## src/rtl/arbiter_rr_wt_if.sv

```systemverilog
// Request/grant bundle for arbiter_rr_wt; the lock input exists only with ARB_RR_WT_LOCK_EN.
// The master side drives requests, weights and acks; the slave side is the arbiter.
interface arbiter_rr_wt_if #(
  parameter int WIDTH    = 16,
  parameter int WEIGHT_W = 4,
  parameter int IDX_W    = $clog2(WIDTH)
);
  logic [WIDTH-1:0]          req;
  logic [WIDTH*WEIGHT_W-1:0] weight;
  logic                      ack;
`ifdef ARB_RR_WT_LOCK_EN
  logic                      lock;
`endif
  logic [WIDTH-1:0]          gnt;
  logic                      gnt_valid;
  logic [IDX_W-1:0]          gnt_idx;
  logic [WEIGHT_W-1:0]       credit_left;

`ifdef ARB_RR_WT_LOCK_EN
  modport master (output req, weight, ack, lock,
                  input  gnt, gnt_valid, gnt_idx, credit_left);
  modport slave  (input  req, weight, ack, lock,
                  output gnt, gnt_valid, gnt_idx, credit_left);
`else
  modport master (output req, weight, ack,
                  input  gnt, gnt_valid, gnt_idx, credit_left);
  modport slave  (input  req, weight, ack,
                  output gnt, gnt_valid, gnt_idx, credit_left);
`endif
endinterface

```

## src/rtl/arbiter_rr_wt.sv

```systemverilog
// Weighted round-robin burst arbiter: registered one-hot grant one cycle after req, held for
// max(weight,1) acked beats, zero-bubble handoff; ARB_RR_WT_LOCK_EN adds lock to hold past credit.
module arbiter_rr_wt #(
  parameter int WIDTH    = 16,
  parameter int WEIGHT_W = 4,
  parameter int IDX_W    = $clog2(WIDTH)
) (
  input  logic            clock,
  input  logic            reset_n,
  arbiter_rr_wt_if.slave  bus
);

  typedef enum logic {IDLE = 1'b0, GRANT = 1'b1} state_t;

  state_t               state_q, state_d;
  logic [WIDTH-1:0]     gnt_q, gnt_d;
  logic [IDX_W-1:0]     idx_q, idx_d;
  logic [WEIGHT_W-1:0]  credit_q, credit_d;
  logic [IDX_W-1:0]     ptr_q, ptr_d;

  logic                 owner_req;
  logic                 beat;
  logic                 release_now;
  logic                 lock_hold;
  logic [IDX_W-1:0]     ptr_nxt;
  logic [IDX_W-1:0]     sel_ptr;
  logic                 win_vld;
  logic [IDX_W-1:0]     win_idx;
  logic [WEIGHT_W-1:0]  win_wt;

  always_ff @(posedge clock or negedge reset_n) begin
    if (!reset_n) begin
      state_q  <= IDLE;
      gnt_q    <= '0;
      idx_q    <= '0;
      credit_q <= '0;
      ptr_q    <= '0;
    end else begin
      state_q  <= state_d;
      gnt_q    <= gnt_d;
      idx_q    <= idx_d;
      credit_q <= credit_d;
      ptr_q    <= ptr_d;
    end
  end

  always_comb begin
    state_d     = state_q;
    gnt_d       = gnt_q;
    idx_d       = idx_q;
    credit_d    = credit_q;
    ptr_d       = ptr_q;
`ifdef ARB_RR_WT_LOCK_EN
    lock_hold   = bus.lock;
`else
    lock_hold   = 1'b0;
`endif
    owner_req   = bus.req[idx_q];
    beat        = bus.ack && owner_req;
    release_now = 1'b0;

    if (state_q == GRANT) begin
      if (!owner_req) begin
        release_now = 1'b1;
      end else if (beat) begin
        // Under lock the last credit is kept rather than spent, so credit saturates at 1.
        if (credit_q == WEIGHT_W'(1) && !lock_hold)
          release_now = 1'b1;
        else if (credit_q > WEIGHT_W'(1))
          credit_d = credit_q - WEIGHT_W'(1);
      end
    end

    ptr_nxt = (idx_q == IDX_W'(WIDTH-1)) ? '0 : IDX_W'(idx_q + 1'b1);
    sel_ptr = release_now ? ptr_nxt : ptr_q;

    // Lowest requester overall, then overridden by the lowest at or above the pointer.
    win_vld = 1'b0;
    win_idx = '0;
    for (int i = WIDTH-1; i >= 0; i--) begin
      if (bus.req[i]) begin
        win_vld = 1'b1;
        win_idx = IDX_W'(i);
      end
    end
    for (int i = WIDTH-1; i >= 0; i--) begin
      if (bus.req[i] && (i >= int'(sel_ptr)))
        win_idx = IDX_W'(i);
    end
    win_wt = bus.weight[win_idx*WEIGHT_W +: WEIGHT_W];

    if (state_q == IDLE || release_now) begin
      if (release_now)
        ptr_d = ptr_nxt;
      if (win_vld) begin
        state_d  = GRANT;
        gnt_d    = {{(WIDTH-1){1'b0}}, 1'b1} << win_idx;
        idx_d    = win_idx;
        credit_d = (win_wt == '0) ? WEIGHT_W'(1) : win_wt;
      end else begin
        state_d  = IDLE;
        gnt_d    = '0;
        credit_d = '0;
      end
    end
  end

  always_comb begin
    bus.gnt         = gnt_q;
    bus.gnt_valid   = |gnt_q;
    bus.gnt_idx     = idx_q;
    bus.credit_left = credit_q;
  end

endmodule

```

## src/flat_wrapper.sv

```systemverilog
// flat-port wrapper written by rule: the top's interface ports become plain ports
module arbiter_rr_wt_flat 
#(
  parameter int WIDTH    = 16,
  parameter int WEIGHT_W = 4,
  parameter int IDX_W    = $clog2(WIDTH)
)
  (clock, reset_n, bus_req, bus_weight, bus_ack, bus_gnt, bus_gnt_valid, bus_gnt_idx, bus_credit_left);
  arbiter_rr_wt_if #(.WIDTH(WIDTH), .WEIGHT_W(WEIGHT_W), .IDX_W(IDX_W)) bus_i ();
  input  logic clock;
  input  logic reset_n;
  input wire logic [$bits(bus_i.req)-1:0] bus_req;
  input wire logic [$bits(bus_i.weight)-1:0] bus_weight;
  input wire logic [$bits(bus_i.ack)-1:0] bus_ack;
  output wire logic [$bits(bus_i.gnt)-1:0] bus_gnt;
  output wire logic [$bits(bus_i.gnt_valid)-1:0] bus_gnt_valid;
  output wire logic [$bits(bus_i.gnt_idx)-1:0] bus_gnt_idx;
  output wire logic [$bits(bus_i.credit_left)-1:0] bus_credit_left;
  assign bus_i.req = bus_req;
  assign bus_i.weight = bus_weight;
  assign bus_i.ack = bus_ack;
  assign bus_gnt = bus_i.gnt;
  assign bus_gnt_valid = bus_i.gnt_valid;
  assign bus_gnt_idx = bus_i.gnt_idx;
  assign bus_credit_left = bus_i.credit_left;
  arbiter_rr_wt #(.WIDTH(WIDTH), .WEIGHT_W(WEIGHT_W), .IDX_W(IDX_W)) u_core (.clock(clock), .reset_n(reset_n), .bus(bus_i));
endmodule
```

## config.mk

```make
export PLATFORM = sky130hd
export DESIGN_NAME = arbiter_rr_wt_flat
export DESIGN_NICKNAME = d
export VERILOG_FILES = /design/src/rtl/arbiter_rr_wt_if.sv /design/src/rtl/arbiter_rr_wt.sv /design/src/flat_wrapper.sv
export SDC_FILE = /design/constraint.sdc
export NUM_CORES = 1
export LEC_CHECK = 0
export CORE_MARGIN = 1
export CORE_UTILIZATION = 43
export CTS_CLUSTER_DIAMETER = 200
export DETAILED_ROUTE_END_ITERATION = 8
export HOLD_SLACK_MARGIN = 0.1
export MAX_ROUTING_LAYER = met4
export PLACE_DENSITY = 0.76
export SYNTH_ARGS = -nofsm -noshare
export SYNTH_HDL_FRONTEND = slang
export SYNTH_SLANG_ARGS = --single-unit
```

## constraint.sdc

```tcl
create_clock -name clock -period 3.6 [get_ports clock]
set_input_delay 0.72 -clock clock [delete_from_list [all_inputs] [get_ports clock]]
set_output_delay 0.72 -clock clock [all_outputs]
set_load 0.02 [all_outputs]
```

==> flow_summary.yaml, run 1 <==
timing:
  slew_headroom_pct: 50.4
  drv_slew: 0
  fin_ws_ns: -0.492
  rsz0062_at_grt: "true"
  hold_viol_final: 0
  skew_ns: 0.00498
  setup_viol: 21
  period_share_pct: 114
  tightest_slew_ns: 0.738
  max_freq_mhz: 244
  post-route-min-period_ns: 4.09
  tns_ns: -5.49
status:
  status: "finished, violations left"
  violations: "setup timing"
worst_setup_path:
  crit_start: "u_core.bus.credit_left[1]$_DFFE_PN0P_"
  r2r-start: "u_core.bus.credit_left[1]$_DFFE_PN0P_"
  critPathKind: "reg -> reg"
  worstReg2RegEnd: "u_core.bus.credit_left[0]$_DFFE_PN0P_"
  start_kind: "flip-flop"
  endpoint_kind: "flip-flop"
  endpoint: "u_core.bus.credit_left[0]$_DFFE_PN0P_"
  r2r_setup_slack_ns: -0.49
  worstRegToRegCells: 20
  crit_path_max_fanout: 7
  crit_arrival_ns: 4.28
  critPathRequiredTime_ns: 3.79
clock_network:
  cts_buffers: 5
  cts.sinks: 29
  cts_tree: "built"
  clk_path_buf_depth: 2
  cts.clk_slew.worst_paths_ns: 0.07
  h-tree-depth: 2
  clock-root-buffer: "clkbuf_8"
  clock_latency_ns: 0.29
drt:
  vias: 4922
  routed_wl_mm: 16.7
  routed_via_density: 6.59
  drc: 0
  drt_pre_antenna_iters: 5
  routedWlPerCell_microns: 22.3
  drt_iter0_markers: 542
  ant_nets: 0
place:
  portBuffers: 107
  dpl.hpwl_mm: 11.1
  gp_congestion: 1.00
global_routing:
  grt_pass1_wl_mm: 23.4
  grt_max_degree: 30
  grt-ovfl-total: 0
  track_usage_pct: 40.6
  antenna_found_initial: 0
  grt_pass1_vias: 4587
finish:
  area_delta_synth_final_pct: 88.2
  drive_above_1_share_pct: 40.6
  antenna_cells: 0
  nets: 733
  final_util_pct: 83.5
synth:
  synthTopCellsByArea: "dfrtp_1 23%, nand2_1 5.6%, o21ai_0 4.2%"
  synth_cell_types: 75
  syn_nets: 497
  ys_async_sr_fraction_pct: 100
  synth_flop_cell: "dfrtp_1"
  yosysTopAreaCell: "dfrtp_1"
  synth_top_area_share_pct: 22.5
  synth-edff-count: 0
  synthCells: 411
  ys_seq_area_share_pct: 22.5
  ys_ff_latch: 29
  synth_area_per_cell_sq_um: 7.83
  yosys_warnings: 0
  syn-cell-area_sq_um: 3220
floorplan:
  dieHeight_microns: 88.5
  rows: 31
  core_sq_um: 7250
  ioPinCount: 108
  die_w_microns: 88.5
  die_area_sq_um: 7840
  start_util_pct: 44.4
run:
  drv_cap: 0
min_path:
  hp-class: "reg -> reg"
-- area by class of cell --
type	count	area, sq um
repair buffers	257	2260
flip-flops and latches	29	727
inverters	14	60.1
clock buffers	7	86.3
fillers	420	1190
clock inverters	1	30.0
well taps	99	124
multi-input cells	340	2770
-- what timing repair did --
action                     in CTS  in global routing
gates cloned                    1                  1
resized for setup             118                 60
hold buffers                    0                  0
setup endpoints to repair      24                 21
pin swaps                      44                 45
buffers inserted               25                 13
-- through the flow --
stage / hold slack, ns / setup WS [ns] / instance area [sq um] / cells
3_5_place_dp: 0.530 / -1.10 / 5220 / 707
4_1_cts: 0.546 / -0.275 / 5740 / 738
2_1_floorplan: 0.424 / -0.316 / 3280 / 411
3_3_place_gp: 0.514 / -1.00 / 5220 / 707
6_report: 0.549 / -0.492 / 6060 / 747
5_1_grt: 0.553 / -0.552 / 6060 / 747
-- logic make-up after synthesis --
group | share of synthesized area, %
fa+ha+maj | 1.17
simple gates | 21.1
mux | 7.19
xor+xnor | 1.63
flops | 22.5
compound gates | 40.4
buf+inv | 5.91
-- cells in the mapped netlist, drive strengths merged, types with 5 or more instances --
library cell   n
o21ai         31
o31ai         11
clkbuf        18
a22o          11
dfrtp         29
nor4           9
buf           11
nand3         16
nand2         50
inv           14
o2111ai        6
mux2i         14
a21oi         28
nor2          28
and2           7
nand4          6
nor3           5
a32o           8
a211oi         5
a31oi          8
o211ai        11
o21a           8
-- worst min path at each step --
stage | from | endpoint | cells after the start
global placement | u_core.bus.gnt[15]$_DFFE_PN0N_ | u_core.bus.gnt[15]$_DFFE_PN0N_ | 1
floorplan | reset_n | u_core.bus.credit_left[0]$_DFFE_PN0P_ | 0
finish | u_core.bus.gnt[13]$_DFFE_PN0N_ | u_core.bus.gnt[13]$_DFFE_PN0N_ | 1
detailed placement | u_core.bus.gnt[4]$_DFFE_PN0N_ | u_core.bus.gnt[4]$_DFFE_PN0N_ | 1
CTS | u_core.bus.gnt[4]$_DFFE_PN0N_ | u_core.bus.gnt[4]$_DFFE_PN0N_ | 1
global route | u_core.bus.gnt[13]$_DFFE_PN0N_ | u_core.bus.gnt[13]$_DFFE_PN0N_ | 1
-- registers in the layout, indices dropped and copies added, names as in the netlist --
| signal | cells |
|---|---|
| u_core.bus.credit_left | 4 |
| u_core.state_q | 1 |
| u_core.bus.gnt | 16 |
| u_core.bus.gnt_idx | 4 |
| u_core.ptr_q | 4 |
-- metal layers --
metal	share of wire (%)	routed length (microns)	GRT usage (%)
met5	0	0	-
met3	10	1720	6.44
met2	47	7820	64.1
met4	4.4	740	14.1
met1	38	6390	52.7
-- worst max-delay path, stage by stage (launching register included) --
cell,delay [ns]
dfrtp_1,0.44
inv_2,0.06
ha_2,0.18
nor4bb_4,0.17
buf_4,0.14
a311oi_4,0.32
and2_4,0.26
buf_6,0.11
o211ai_1,0.20
buf_4,0.20
a21o_1,0.18
o31a_1,0.28
buf_6,0.14
a21oi_4,0.18
nor2_4,0.11
clkbuf_16,0.18
nand2_4,0.05
a21boi_2,0.05
o211ai_1,0.22
nand4_1,0.20
o311ai_2,0.31
-- cells in the final DEF, fill, tap and decap left out, drive strengths merged, types with 3 or more instances in the layout --
master,instances
a211oi,5
a21boi,3
a21o,4
a21oi,28
a221o,3
a221oi,3
a22o,11
a22oi,3
a311oi,4
a31oi,8
a32o,8
and2,8
and3,4
buf,162
clkbuf,8
clkdlybuf4s50,92
dfrtp,29
ha,3
inv,14
mux2i,14
mux4,3
nand2,50
nand2b,4
nand3,16
nand4,6
nor2,28
nor2b,4
nor3,5
nor4,9
o2111ai,6
o211ai,11
o21a,8
o21ai,31
o21bai,3
o31a,4
o31ai,11
xnor2,3
xor2,3
Power of run 1 is not shown: default switching activity piles up to over one toggle a cycle in this logic, so the estimate is an artifact.
==> run 2: changes to the inputs <==
Clock period 3.6 ns to 3.65 ns, I/O delays scaled along.
==> flow_summary.yaml, run 2 (synthesis results as in run 1) <==
clock_network:
  h-tree-depth: 2
  cts_buffers: 5
  cts.clk_slew.worst_paths_ns: 0.07
  clock_latency_ns: 0.29
  clk_path_buf_depth: 2
  clock-root-buffer: "clkbuf_8"
  cts.sinks: 29
  cts_tree: "built"
timing:
  slew_headroom_pct: 40.1
  fin_ws_ns: -0.282
  max_freq_mhz: 254
  setup_viol: 20
  tightest_slew_ns: 0.891
  post-route-min-period_ns: 3.93
  period_share_pct: 108
  hold_viol_final: 0
  rsz0062_at_grt: "true"
  drv_slew: 0
  skew_ns: 0.00731
finish:
  largest_reg_flops: 16
  layoutNonFillerInstCount: 753
  antenna_cells: 0
  drive_above_1_share_pct: 38.2
  area_delta_synth_final_pct: 85.3
  layout_common_cells: "135 x buf_4, 90 x clkdlybuf4s50_1, 44 x nand2_1"
  layout.cells.most_common: "buf_4"
  n_fill_cell: 451
  nets: 739
global_routing:
  grt-ovfl-total: 0
  met2_usage_pct: 62.9
  top_usage_layer: "met2"
  grt_use_met3_pct: 7.09
  track_usage_pct: 39.7
  grt_pass1_vias: 4414
  antenna_found_initial: 0
  grt_pass1_wl_mm: 22.7
  grt_max_degree: 30
  use_met1_pct: 50.6
worst_setup_path:
  start_kind: "flip-flop"
  critPathKind: "reg -> reg"
  crit_path_max_fanout: 8
  endpoint_kind: "flip-flop"
  crit_arrival_ns: 4.10
  critPathRequiredTime_ns: 3.82
floorplan:
  rows: 31
  start_util_pct: 44.4
  die_area_sq_um: 7840
  ioPinCount: 108
  die_w_microns: 88.5
  dieHeight_microns: 88.5
  core_sq_um: 7250
place:
  dp_cells: 708
  portBuffers: 107
  dpl.hpwl_mm: 11.3
  gp_congestion: 0.939
drt:
  routed_via_density: 6.17
  vias: 4643
  routedWlPerCell_microns: 20.2
  drc: 0
  drt_iter0_markers: 445
  ant_nets: 0
  drt_pre_antenna_iters: 5
  routed_wl_mm: 15.2
run:
  drv_cap: 0
min_path:
  hp-class: "reg -> reg"
status:
  violations: "setup timing"
  status: "finished, violations left"
[run 2: what timing repair did]
| item | 4_1_cts | 5_1_grt |
|---|---|---|
| pin swaps | 41 | 28 |
| hold buffers | 0 | 0 |
| hold endpoints to repair | 0 | 0 |
| setup buffers | 27 | 11 |
| setup endpoints to repair | 24 | 21 |
| gates resized for setup | 130 | 15 |
| cloned | 0 | 1 |
[run 2: routing by layer]
| layer | vias to the layer above | wire length, microns |
|---|---|---|
| li1 | 2079 | - |
| met2 | 278 | 7430 |
| met3 | 46 | 1160 |
| met5 | - | 0 |
| met1 | 2240 | 6210 |
| met4 | 0 | 442 |
[run 2: worst paths after layout]
kind | start | endpoint | slack [ns] | cells after the start
min in group asynchronous | reset_n | u_core.bus.gnt[12]$_DFFE_PN0N_ | 0.82 | 2
worst min-delay path | u_core.bus.gnt[4]$_DFFE_PN0N_ | u_core.bus.gnt[4]$_DFFE_PN0N_ | 0.54 | 1
worst max-delay path | u_core.bus.gnt_idx[0]$_DFFE_PN0P_ | u_core.bus.credit_left[3]$_DFFE_PN0P_ | -0.28 | 20
worst max register to register | u_core.bus.gnt_idx[0]$_DFFE_PN0P_ | u_core.bus.credit_left[3]$_DFFE_PN0P_ | -0.28 | 20
max in group asynchronous | reset_n | u_core.bus.gnt_idx[0]$_DFFE_PN0P_ | 2.53 | 2
worst min register to register | u_core.bus.gnt[4]$_DFFE_PN0N_ | u_core.bus.gnt[4]$_DFFE_PN0N_ | 0.54 | 1
[run 2: metrics by stage]
step,worst slack (ns),TNS (ns),instance area (sq um),hold WS [ns],utilization (%)
floorplan,-0.276,-0.627,3280,0.434,-
global placement,-1.09,-18.15,5240,0.513,72.3
detailed placement,-1.15,-19.61,5240,0.520,72.3
CTS,-0.296,-2.00,5790,0.538,79.8
global route,-0.409,-4.88,5970,0.555,82.2
finish,-0.282,-2.68,5970,0.541,82.2
[run 2: worst max-delay path: stages, from the launching register on]
cell,delay [ns]
dfrtp_2,0.47
buf_6,0.15
mux2i_4,0.18
a311oi_2,0.32
and2_4,0.23
buf_6,0.11
nor2_4,0.05
buf_6,0.15
buf_6,0.11
buf_6,0.11
and3_4,0.16
o31a_1,0.31
nor2_2,0.16
nand2_2,0.12
buf_12,0.15
buf_6,0.12
nand2_1,0.08
a21oi_1,0.07
o211ai_1,0.16
nand4_1,0.25
a22o_1,0.33
[run 2: area by class of cell]
class                           count  area, sq um  share of cell area, %
Clock buffer                        7         86.3                   1.45
Clock inverter                      1         30.0                  0.503
Inverter                           14         52.6                  0.881
Multi-Input combinational cell    339         2610                   43.8
Sequential cell                    29          727                   12.2
Tap cell                           99          124                   2.08
Timing Repair Buffer              264         2330                   39.1
Power of run 2 is left out for the same reason.
==> patch, RTL diff (settings of run 1) <==
`WIDTH` is set to 16 in 3 places; all go to 8.
--- a/src/rtl/arbiter_rr_wt_if.sv
+++ b/src/rtl/arbiter_rr_wt_if.sv
@@ -1,7 +1,7 @@
 // Request/grant bundle for arbiter_rr_wt; the lock input exists only with ARB_RR_WT_LOCK_EN.
 // The master side drives requests, weights and acks; the slave side is the arbiter.
 interface arbiter_rr_wt_if #(
-  parameter int WIDTH    = 16,
+  parameter int WIDTH    = 8,
   parameter int WEIGHT_W = 4,
   parameter int IDX_W    = $clog2(WIDTH)
 );
--- a/src/rtl/arbiter_rr_wt.sv
+++ b/src/rtl/arbiter_rr_wt.sv
@@ -1,7 +1,7 @@
 // Weighted round-robin burst arbiter: registered one-hot grant one cycle after req, held for
 // max(weight,1) acked beats, zero-bubble handoff; ARB_RR_WT_LOCK_EN adds lock to hold past credit.
 module arbiter_rr_wt #(
-  parameter int WIDTH    = 16,
+  parameter int WIDTH    = 8,
   parameter int WEIGHT_W = 4,
   parameter int IDX_W    = $clog2(WIDTH)
 ) (
--- a/src/flat_wrapper.sv
+++ b/src/flat_wrapper.sv
@@ -1,7 +1,7 @@
 // flat-port wrapper written by rule: the top's interface ports become plain ports
 module arbiter_rr_wt_flat 
 #(
-  parameter int WIDTH    = 16,
+  parameter int WIDTH    = 8,
   parameter int WEIGHT_W = 4,
   parameter int IDX_W    = $clog2(WIDTH)
 )
Interface: changed (resized bus_gnt, bus_gnt_idx, bus_req and bus_weight); port bits go from 108 to 59. No check against the original RTL was run, so the function may have changed too.
==> patch against run 1 <==
First-iteration DRC count shrank 82%. Area after synthesis fell by 43%. Final area shrank 54%. Global-route usage decreased by 15 points. Worst hold slack got worse by 0.046 ns. Clock skew about the same. Setup slack improved by 0.59 ns. Sequential cell count shrank 10. Wire length fell by 68%. Critical endpoint unchanged. Largest cell class unchanged.
==> patch: results (changes against run 1) <==
[synthesis]
synth_xor_area_frac = 0.0144  ; was 0.0163
synthMuxAreaShare = 0.129  ; was 0.0719
synth_compound_area_frac = 0.287  ; was 0.404
synth_seq_area_share = 0.260  ; was 0.225
synthTopCellsByCount = 20 x nand2_1, 19 x dfrtp_1, 13 x mux2i_1  ; was 48 x nand2_1, 29 x dfrtp_1, 27 x nor2_1, 27 x o21ai_0, 25 x a21oi_1
ys_types = 57  ; was 75
yosys.area_share.adder = 0.0274  ; was 0.0117

[cells_and_area]
syn_to_final_growth_pct = 53.0  ; was 88.2%
n_all_inverters = 10  ; was 14
n_all_buffers = 91  ; was 257
seq_share = 0.170  ; was 0.120
flops_and_latches = 19  ; was 29
nets = 342  ; was 733
multi_input_area_mm2 = 0.00132  ; was 0.00277 mm^2
largest_reg_flops = 8  ; was 16
clkbuf_count = 4  ; was 7
finalCoreUtilization = 0.693  ; was 0.835
instances_no_fill = 344  ; was 747
fill_cells = 326  ; was 420

[detailed_routing]
routedWlPerCell_um = 15.7  ; was 22.3 um
vias = 1978  ; was 4922
dr.pass1.iters = 4  ; was 5

[worst_setup_path]
arrival_ns = 3.66  ; was 4.28 ns
cp_slowest_cell = mux4_2  ; was dfrtp_1
path_max_fanout = 4  ; was 7
max_stage_delay_ns = 0.55  ; was 0.44 ns

[timing]
tightest_slew_ns = 0.837  ; was 0.738 ns

[placement]
post-dp-hpwl_um = 4200  ; was 11100 um

[run_status]
status = finished clean  ; was finished with violations

[grt]
grt_usage = 0.256  ; was 0.406

[clock_network]
htree_levels = 1  ; was 2

## patch: worst paths after layout
kind                                        from                   endpoint  slack [ns]  cells after the start
max                                      bus_ack  u_core.bus.credit_left[0]        0.09                     10
min                            u_core.bus.gnt[2]          u_core.bus.gnt[2]        0.50                      2
max reg2reg                u_core.bus.gnt_idx[0]  u_core.bus.credit_left[0]        0.24                     13
min reg2reg                    u_core.bus.gnt[2]          u_core.bus.gnt[2]        0.50                      2
max in group asynchronous                reset_n          u_core.bus.gnt[6]        2.14                      1
min in group asynchronous                reset_n             u_core.state_q        0.94                      1
## patch: routing by layer
metal	routed length (um)	global-route usage
met1	2380	0.301
met2	2740	0.456
met3	186	0.0253
met4	80	0.0771
met5	0	-
## patch: repair_timing
action | CTS | global route
buffers inserted | 1 | 3
resized for setup | 5 | 15
hold buffers | 0 | 0
pin swaps | 3 | 8
endpoints found under the setup margin | 1 | 4
